==> config.mk <==
export PLATFORM = sky130hd
export DESIGN_NAME = updown_sweep_ctrl_flat
export DESIGN_NICKNAME = d
export VERILOG_FILES = /design/src/rtl/updown_sweep_ctrl_pkg.sv /design/src/rtl/updown_sweep_ctrl_if.sv /design/src/rtl/sweep_rr_arbiter.sv /design/src/rtl/updown_sweep_ctrl.sv /design/src/flat_wrapper.sv
export SDC_FILE = /design/constraint.sdc
export NUM_CORES = 1
export LEC_CHECK = 0
export CAP_MARGIN = 15
export CORE_MARGIN = 2
export CORE_UTILIZATION = 40
export CTS_CLUSTER_DIAMETER = 150
export DETAILED_ROUTE_END_ITERATION = 6
export HOLD_SLACK_MARGIN = 0.08
export PLACE_DENSITY = 0.64
export SETUP_SLACK_MARGIN = 0.4
export SKIP_CTS_REPAIR_TIMING = 1
export SLEW_MARGIN = 20
export SYNTH_ARGS = -nofsm -noshare
export SYNTH_HDL_FRONTEND = slang
export SYNTH_HIERARCHICAL = 1
export SYNTH_SLANG_ARGS = --single-unit
==> constraint.sdc <==
create_clock -name clk -period 4.39 [get_ports clk]
set_input_delay 0.6585 -clock clk [delete_from_list [all_inputs] [get_ports clk]]
set_output_delay 0.6585 -clock clk [all_outputs]
set_load 0.02 [all_outputs]
==> src/rtl/updown_sweep_ctrl_pkg.sv <==
// Shared types and default sizing for the up/down sweep controller.
package updown_sweep_ctrl_pkg;

  localparam int unsigned DEF_WIDTH    = 3;
  localparam int unsigned DEF_NREQ     = 2;
  localparam int unsigned DEF_NSWEEP_W = 4;
  localparam int unsigned STATE_W      = 2;

  typedef logic [STATE_W-1:0] state_t;

  localparam state_t ST_IDLE = 2'd0;
  localparam state_t ST_UP   = 2'd1;
  localparam state_t ST_DOWN = 2'd2;
  localparam state_t ST_DONE = 2'd3;

  // Index width for n requesters; never narrower than one bit.
  function automatic int unsigned idx_w(input int unsigned n);
    return (n > 1) ? $clog2(n) : 1;
  endfunction

endpackage

==> src/rtl/updown_sweep_ctrl_if.sv <==
// Requester/consumer-facing bus of the sweep controller.
interface updown_sweep_ctrl_if #(
  parameter int unsigned WIDTH    = updown_sweep_ctrl_pkg::DEF_WIDTH,
  parameter int unsigned NREQ     = updown_sweep_ctrl_pkg::DEF_NREQ,
  parameter int unsigned NSWEEP_W = updown_sweep_ctrl_pkg::DEF_NSWEEP_W
) ();

  localparam int unsigned IDXW = updown_sweep_ctrl_pkg::idx_w(NREQ);

  logic [NREQ-1:0]          req;
  logic [NREQ*WIDTH-1:0]    req_lo;
  logic [NREQ*WIDTH-1:0]    req_hi;
  logic [NREQ*NSWEEP_W-1:0] req_n;
  logic                     abort;
  logic [NREQ-1:0]          gnt;
  logic [IDXW-1:0]          owner;
  logic                     busy;
  logic                     up_down;
  logic [WIDTH-1:0]         count;
  logic                     done;
  logic                     err;

  modport master (
    output req, req_lo, req_hi, req_n, abort,
    input  gnt, owner, busy, up_down, count, done, err
  );

  modport slave (
    input  req, req_lo, req_hi, req_n, abort,
    output gnt, owner, busy, up_down, count, done, err
  );

endinterface

==> src/rtl/sweep_rr_arbiter.sv <==
// Round-robin pick: first asserted request at or after rr_ptr, wrapping.
module sweep_rr_arbiter #(
  parameter int unsigned NREQ = 2,
  parameter int unsigned IDXW = 1
) (
  input  logic [NREQ-1:0] req,
  input  logic [IDXW-1:0] rr_ptr,
  output logic [NREQ-1:0] grant,
  output logic [IDXW-1:0] index,
  output logic            valid
);

  logic [IDXW-1:0] cand;

  // Scan from the pointer outward; the first hit wins.
  always_comb begin
    grant = '0;
    index = '0;
    valid = 1'b0;
    cand  = '0;
    for (int k = 0; k < NREQ; k++) begin
      cand = IDXW'((32'(rr_ptr) + 32'(k)) % NREQ);
      if (!valid && req[cand]) begin
        valid       = 1'b1;
        index       = cand;
        grant[cand] = 1'b1;
      end
    end
  end

endmodule

==> src/rtl/updown_sweep_ctrl.sv <==
// Triangle-sweep sequencer sharing one up/down counter between requesters.
module updown_sweep_ctrl
  import updown_sweep_ctrl_pkg::*;
#(
  parameter int unsigned WIDTH    = DEF_WIDTH,
  parameter int unsigned NREQ     = DEF_NREQ,
  parameter int unsigned NSWEEP_W = DEF_NSWEEP_W
) (
  input logic                clk,
  input logic                rstn,
  updown_sweep_ctrl_if.slave bus
);

  localparam int unsigned IDXW = idx_w(NREQ);

  state_t              state, state_d;
  logic [WIDTH-1:0]    count_q, count_d;
  logic [WIDTH-1:0]    lo_q, lo_d;
  logic [WIDTH-1:0]    hi_q, hi_d;
  logic [NSWEEP_W-1:0] sweeps_q, sweeps_d;
  logic                up_down_q, up_down_d;
  logic                busy_q, busy_d;
  logic                done_q, done_d;
  logic                err_q, err_d;
  logic [NREQ-1:0]     gnt_q, gnt_d;
  logic [IDXW-1:0]     owner_q, owner_d;
  logic [IDXW-1:0]     rr_ptr, rr_ptr_d;

  logic [NREQ-1:0]     arb_grant;
  logic [IDXW-1:0]     arb_idx;
  logic                arb_valid;
  logic [WIDTH-1:0]    sel_lo, sel_hi;
  logic [NSWEEP_W-1:0] sel_n;

  // A request still high during its own grant pulse must not be re-granted.
  sweep_rr_arbiter #(.NREQ(NREQ), .IDXW(IDXW)) u_arb (
    .req    (bus.req & ~gnt_q),
    .rr_ptr (rr_ptr),
    .grant  (arb_grant),
    .index  (arb_idx),
    .valid  (arb_valid)
  );

  // Select the winning requester's configuration slice.
  always_comb begin
    sel_lo = '0;
    sel_hi = '0;
    sel_n  = '0;
    for (int i = 0; i < NREQ; i++) begin
      if (arb_idx == IDXW'(i)) begin
        sel_lo = bus.req_lo[i*WIDTH +: WIDTH];
        sel_hi = bus.req_hi[i*WIDTH +: WIDTH];
        sel_n  = bus.req_n[i*NSWEEP_W +: NSWEEP_W];
      end
    end
  end

  // Next-state and next-output logic.
  always_comb begin
    state_d   = state;
    count_d   = count_q;
    lo_d      = lo_q;
    hi_d      = hi_q;
    sweeps_d  = sweeps_q;
    up_down_d = up_down_q;
    busy_d    = busy_q;
    owner_d   = owner_q;
    rr_ptr_d  = rr_ptr;
    gnt_d     = '0;
    done_d    = 1'b0;
    err_d     = 1'b0;
    unique case (state)
      ST_IDLE: begin
        if (arb_valid) begin
          gnt_d    = arb_grant;
          owner_d  = arb_idx;
          rr_ptr_d = IDXW'((32'(arb_idx) + 32'd1) % NREQ);
          lo_d     = sel_lo;
          hi_d     = sel_hi;
          if ((sel_lo < sel_hi) && (sel_n != '0)) begin
            count_d   = sel_lo;
            up_down_d = 1'b1;
            sweeps_d  = sel_n;
            busy_d    = 1'b1;
            state_d   = ST_UP;
          end else begin
            err_d = 1'b1;
          end
        end
      end
      ST_UP: begin
        if (bus.abort) begin
          state_d   = ST_IDLE;
          busy_d    = 1'b0;
          up_down_d = 1'b1;
        end else if (count_q == hi_q) begin
          count_d   = hi_q - WIDTH'(1);
          up_down_d = 1'b0;
          state_d   = ST_DOWN;
        end else begin
          count_d = count_q + WIDTH'(1);
        end
      end
      ST_DOWN: begin
        if (bus.abort) begin
          state_d   = ST_IDLE;
          busy_d    = 1'b0;
          up_down_d = 1'b1;
        end else if (count_q != lo_q) begin
          count_d = count_q - WIDTH'(1);
        end else if (sweeps_q == NSWEEP_W'(1)) begin
          sweeps_d  = '0;
          busy_d    = 1'b0;
          done_d    = 1'b1;
          up_down_d = 1'b1;
          state_d   = ST_DONE;
        end else begin
          sweeps_d  = sweeps_q - NSWEEP_W'(1);
          count_d   = lo_q + WIDTH'(1);
          up_down_d = 1'b1;
          state_d   = ST_UP;
        end
      end
      ST_DONE: begin
        state_d = ST_IDLE;
      end
      default: begin
        state_d = ST_IDLE;
      end
    endcase
  end

  // State and registered outputs; reset is asynchronous, active-high.
  always_ff @(posedge clk or posedge rstn) begin
    if (rstn) begin
      state     <= ST_IDLE;
      count_q   <= '0;
      lo_q      <= '0;
      hi_q      <= '0;
      sweeps_q  <= '0;
      up_down_q <= 1'b1;
      busy_q    <= 1'b0;
      done_q    <= 1'b0;
      err_q     <= 1'b0;
      gnt_q     <= '0;
      owner_q   <= '0;
      rr_ptr    <= '0;
    end else begin
      state     <= state_d;
      count_q   <= count_d;
      lo_q      <= lo_d;
      hi_q      <= hi_d;
      sweeps_q  <= sweeps_d;
      up_down_q <= up_down_d;
      busy_q    <= busy_d;
      done_q    <= done_d;
      err_q     <= err_d;
      gnt_q     <= gnt_d;
      owner_q   <= owner_d;
      rr_ptr    <= rr_ptr_d;
    end
  end

  assign bus.gnt     = gnt_q;
  assign bus.owner   = owner_q;
  assign bus.busy    = busy_q;
  assign bus.up_down = up_down_q;
  assign bus.count   = count_q;
  assign bus.done    = done_q;
  assign bus.err     = err_q;

endmodule

==> src/flat_wrapper.sv <==
// flat-port wrapper written by rule: the top's interface ports become plain ports
module updown_sweep_ctrl_flat import updown_sweep_ctrl_pkg::*;
#(
  parameter int unsigned WIDTH    = DEF_WIDTH,
  parameter int unsigned NREQ     = DEF_NREQ,
  parameter int unsigned NSWEEP_W = DEF_NSWEEP_W
)
  (clk, rstn, bus_req, bus_req_lo, bus_req_hi, bus_req_n, bus_abort, bus_gnt, bus_owner, bus_busy, bus_up_down, bus_count, bus_done, bus_err);
  updown_sweep_ctrl_if #(.WIDTH(WIDTH), .NREQ(NREQ), .NSWEEP_W(NSWEEP_W)) bus_i ();
  input logic clk;
  input logic rstn;
  input wire logic [$bits(bus_i.req)-1:0] bus_req;
  input wire logic [$bits(bus_i.req_lo)-1:0] bus_req_lo;
  input wire logic [$bits(bus_i.req_hi)-1:0] bus_req_hi;
  input wire logic [$bits(bus_i.req_n)-1:0] bus_req_n;
  input wire logic [$bits(bus_i.abort)-1:0] bus_abort;
  output wire logic [$bits(bus_i.gnt)-1:0] bus_gnt;
  output wire logic [$bits(bus_i.owner)-1:0] bus_owner;
  output wire logic [$bits(bus_i.busy)-1:0] bus_busy;
  output wire logic [$bits(bus_i.up_down)-1:0] bus_up_down;
  output wire logic [$bits(bus_i.count)-1:0] bus_count;
  output wire logic [$bits(bus_i.done)-1:0] bus_done;
  output wire logic [$bits(bus_i.err)-1:0] bus_err;
  assign bus_i.req = bus_req;
  assign bus_i.req_lo = bus_req_lo;
  assign bus_i.req_hi = bus_req_hi;
  assign bus_i.req_n = bus_req_n;
  assign bus_i.abort = bus_abort;
  assign bus_gnt = bus_i.gnt;
  assign bus_owner = bus_i.owner;
  assign bus_busy = bus_i.busy;
  assign bus_up_down = bus_i.up_down;
  assign bus_count = bus_i.count;
  assign bus_done = bus_i.done;
  assign bus_err = bus_i.err;
  updown_sweep_ctrl #(.WIDTH(WIDTH), .NREQ(NREQ), .NSWEEP_W(NSWEEP_W)) u_core (.clk(clk), .rstn(rstn), .bus(bus_i));
endmodule
==> results by group <==
Setup path
  – CP startpoint kind: input pin
  – Slowest CP cell: or4_1
  – Critical path type: in2reg
  – Crit. End Element: register
  – Critical path data required time: 4590 ps
  – Worst-path maximum fanout: 13
  – Data arrival, critical path: 3820 ps
  – Worst Setup SP: bus_req[1]
  – CP Cell Sequence: clkdlybuf4s50_1, nor2b_1, a21boi_1, buf_4, mux2i_1, ha_1, a21oi_1, a31oi_1, o21bai_2, or4_1, nand3_1
  – Reg2reg start: u_core/bus.gnt[1]
  – Crit-path max cell delay: 490 ps

STA
  – Final critical-path share of the clock period: 0.823
  – Worst Tran Pin Value: 889 ps
  – Final Hold Fails: 0
  – RSZ-0062 raised after global routing: false
  – Max-slew headroom: 0.407
  – Setup Total Neg Slack: 0 ps
  – Max-slew violations: 0
  – Fin crit period: 3610 ps
  – Setup Skew: 7.26 ps
  – F_max: 277 MHz
  – Setup violators final: 0

Place
  – I/O Buffers: 34
  – Dpl hpwl: 2960 um
  – GPL Wtd Cong: 0.826
  – Placed insts: 272

Synth
  – Async SR Flop Fraction: 1.00
  – Sequential area share after synthesis: 0.336
  – Number of synthesized flops with an enable pin: 0
  – Ys Warns: 6
  – Syn_area_per_cell: 8.75 um2
  – Cell area after synthesis: 1720 um2
  – Seq cells post-synth: 23
  – Top FF cell, synth: dfrtp_1
  – Synthesized Nets: 233
  – Syn Inst Count: 196
  – Netlist cell types: 48

GRT
  – Global-route wire length before repair: 6820 um
  – Largest net degree at the start of global routing: 24
  – Number of global-route vias before repair: 1459
  – GRT Util Overall: 0.169
  – Initial antenna violation count: 0
  – Congestion Overflow GR: 0

Floorplanning
  – Die width: 69.5 um
  – Die height: 69.5 um
  – Die ar.: 4830 um2
  – Initial Utilization: 0.423
  – Core area: 4060 um2
  – # IOs: 35
  – Row count: 23

Route
  – Iteration-0 DRC Markers: 89
  – DRC: 0
  – Antenna Nets Post-Route: 0
  – Final wirelength: 3870 um
  – WL/cell: 14.0 um
  – Detailed Routing Iterations Pass 1: 4
  – Via density: 5.37
  – Via count: 1481

Final layout
  – Commonest non-fill, non-tap cells in the layout: clkdlybuf4s50_1 (34), dfrtp_1 (22), nand2_1 (20)
  – Most common cell after layout, fill and taps aside: clkdlybuf4s50_1
  – Storage cell area: 577 um2
  – Multi-input logic area: 1030 um2
  – Ant diodes: 0
  – Filler instances: 379
  – Finished Layout Cells: 276
  – Layout cells sized above 1: 0.0796
  – Layout Nets: 264
  – Synth-to-layout area growth: 24.5%
  – Final design utilization: 0.526

Clocking
  – Root buf cell: clkbuf_8
  – Sink Count: 23
  – Max H-tree Level: 1
  – Bufs on Longest Clock Path: 2
  – CTS buffer count: 3
  – Clk slew on worst S/H paths: 90 ps
  – CTS tree: yes
  – Worst-Skew Late Latency: 260 ps

Worst hold path
  – Startpoint of the worst hold path: u_core/rr_ptr
  – HP Class: reg2reg

Power and ir drop
  – NetSw: 0.673 mW
  – Power per cell area: 687 nW/um2
  – Sequential share of power: 0.286
  – Static leakage: 0.934 nW
  – Comb power frac: 0.624
  – Peak supply drop: 0.000300 V
  – Clock power frac: 0.089
  – Sw Share: 0.459
  – Cell Int Power: 0.794 mW

Job
  – Maxcap violations: 0

Status
  – Outcome: completed
[per-stage QoR]
stage / hold WS [ps] / power, mW / area, um2 / setup WS (ps)
2_1_floorplan: 463 / 1.09 / 1720 / 930
3_3_place_gp: 508 / 1.33 / 2090 / 648
3_5_place_dp: 509 / 1.34 / 2090 / 519
4_1_cts: 528 / 1.48 / 2140 / 798
5_1_grt: 553 / 1.62 / 2140 / 516
6_report: 523 / 1.47 / 2140 / 775
[Yosys cell counts, drive strengths merged (4+ instances only)]
library cell / number / area, um2
dfrtp: 22 / 551
nand2: 20 / 75.1
inv: 18 / 67.6
o21ai: 14 / 70.1
nor2: 13 / 48.8
ha: 12 / 150
mux2i: 11 / 110
a21oi: 9 / 45.0
mux2: 8 / 90.1
clkbuf: 6 / 22.5
nor3: 5 / 36.3
nand3: 4 / 20.0
xnor2: 4 / 35.0
[flip-flops by register name (all words and copies together), names as in the netlist]
| name | flops |
|---|---|
| u_core/bus.count | 3 |
| u_core/hi_q | 3 |
| u_core/lo_q | 3 |
| u_core/bus.up_down | 1 |
| u_core/bus.err | 1 |
| u_core/rr_ptr | 1 |
| u_core/state | 2 |
| u_core/bus.busy | 1 |
| u_core/bus.gnt | 2 |
| u_core/bus.owner | 1 |
| u_core/bus.done | 1 |
| u_core/sweeps_q | 4 |
[per-layer routing]
layer	GRT usage	vias to the layer above	part of all wire
li1	-	754	-
met1	0.248	691	0.49
met2	0.271	34	0.48
met3	0.0189	2	0.025
met4	0.0327	0	0.0044
met5	0	-	0
[worst max-delay path, delay by kind of cell]
family                     cells  cell delay, ps
buffers and inverters          2             730
and+or+nand+nor                3             790
adders and majority gates      1             290
muxes                          1             270
AOI/OAI and AO/OA              4            1080
[area by class of cell]
cell class | count | share of cell area
clock buffer | 3 | 0.0193
clock inverter | 1 | 0.00234
multi-input combinational | 146 | 0.484
inverter | 18 | 0.0316
sequential | 23 | 0.270
tap | 50 | 0.0293
timing repair buffer | 35 | 0.163
[power groups by stage]
stage	logic [mW]	registers (mW)	clock network (mW)
floorplan	0.660	0.433	0
global placement	0.907	0.424	0
detailed placement	0.915	0.424	0
CTS	0.918	0.421	0.139
global route	1.03	0.440	0.147
finish	0.915	0.420	0.131
[cells by family (layout without fill, tap and decap cells)]
logic type               after synthesis  after routing  share of synthesized area
AO/OA/AOI/OAI                         45             45                      0.169
adder cells (fa/ha/maj)               12             12                     0.0875
flip-flops                            23             23                      0.336
buffers and inverters                 27             57                     0.0605
AND/OR/NAND/NOR                       64             64                      0.199
XOR/XNOR                               6              6                     0.0306
multiplexers                          19             19                      0.117
[path summary, 6_finish.rpt]
check,to,slack (ps),cells past startpoint
setup / recovery,u_core/sweeps_q[2],780,11
hold / removal,u_core/rr_ptr,520,2
max in group asynchronous,u_core/bus.count[0],2960,2
min in group asynchronous,u_core/sweeps_q[1],880,2
hold reg to reg,u_core/rr_ptr,520,2
setup reg to reg,u_core/sweeps_q[2],1240,10
No activity file was read; power rests on OpenSTA's default activity.
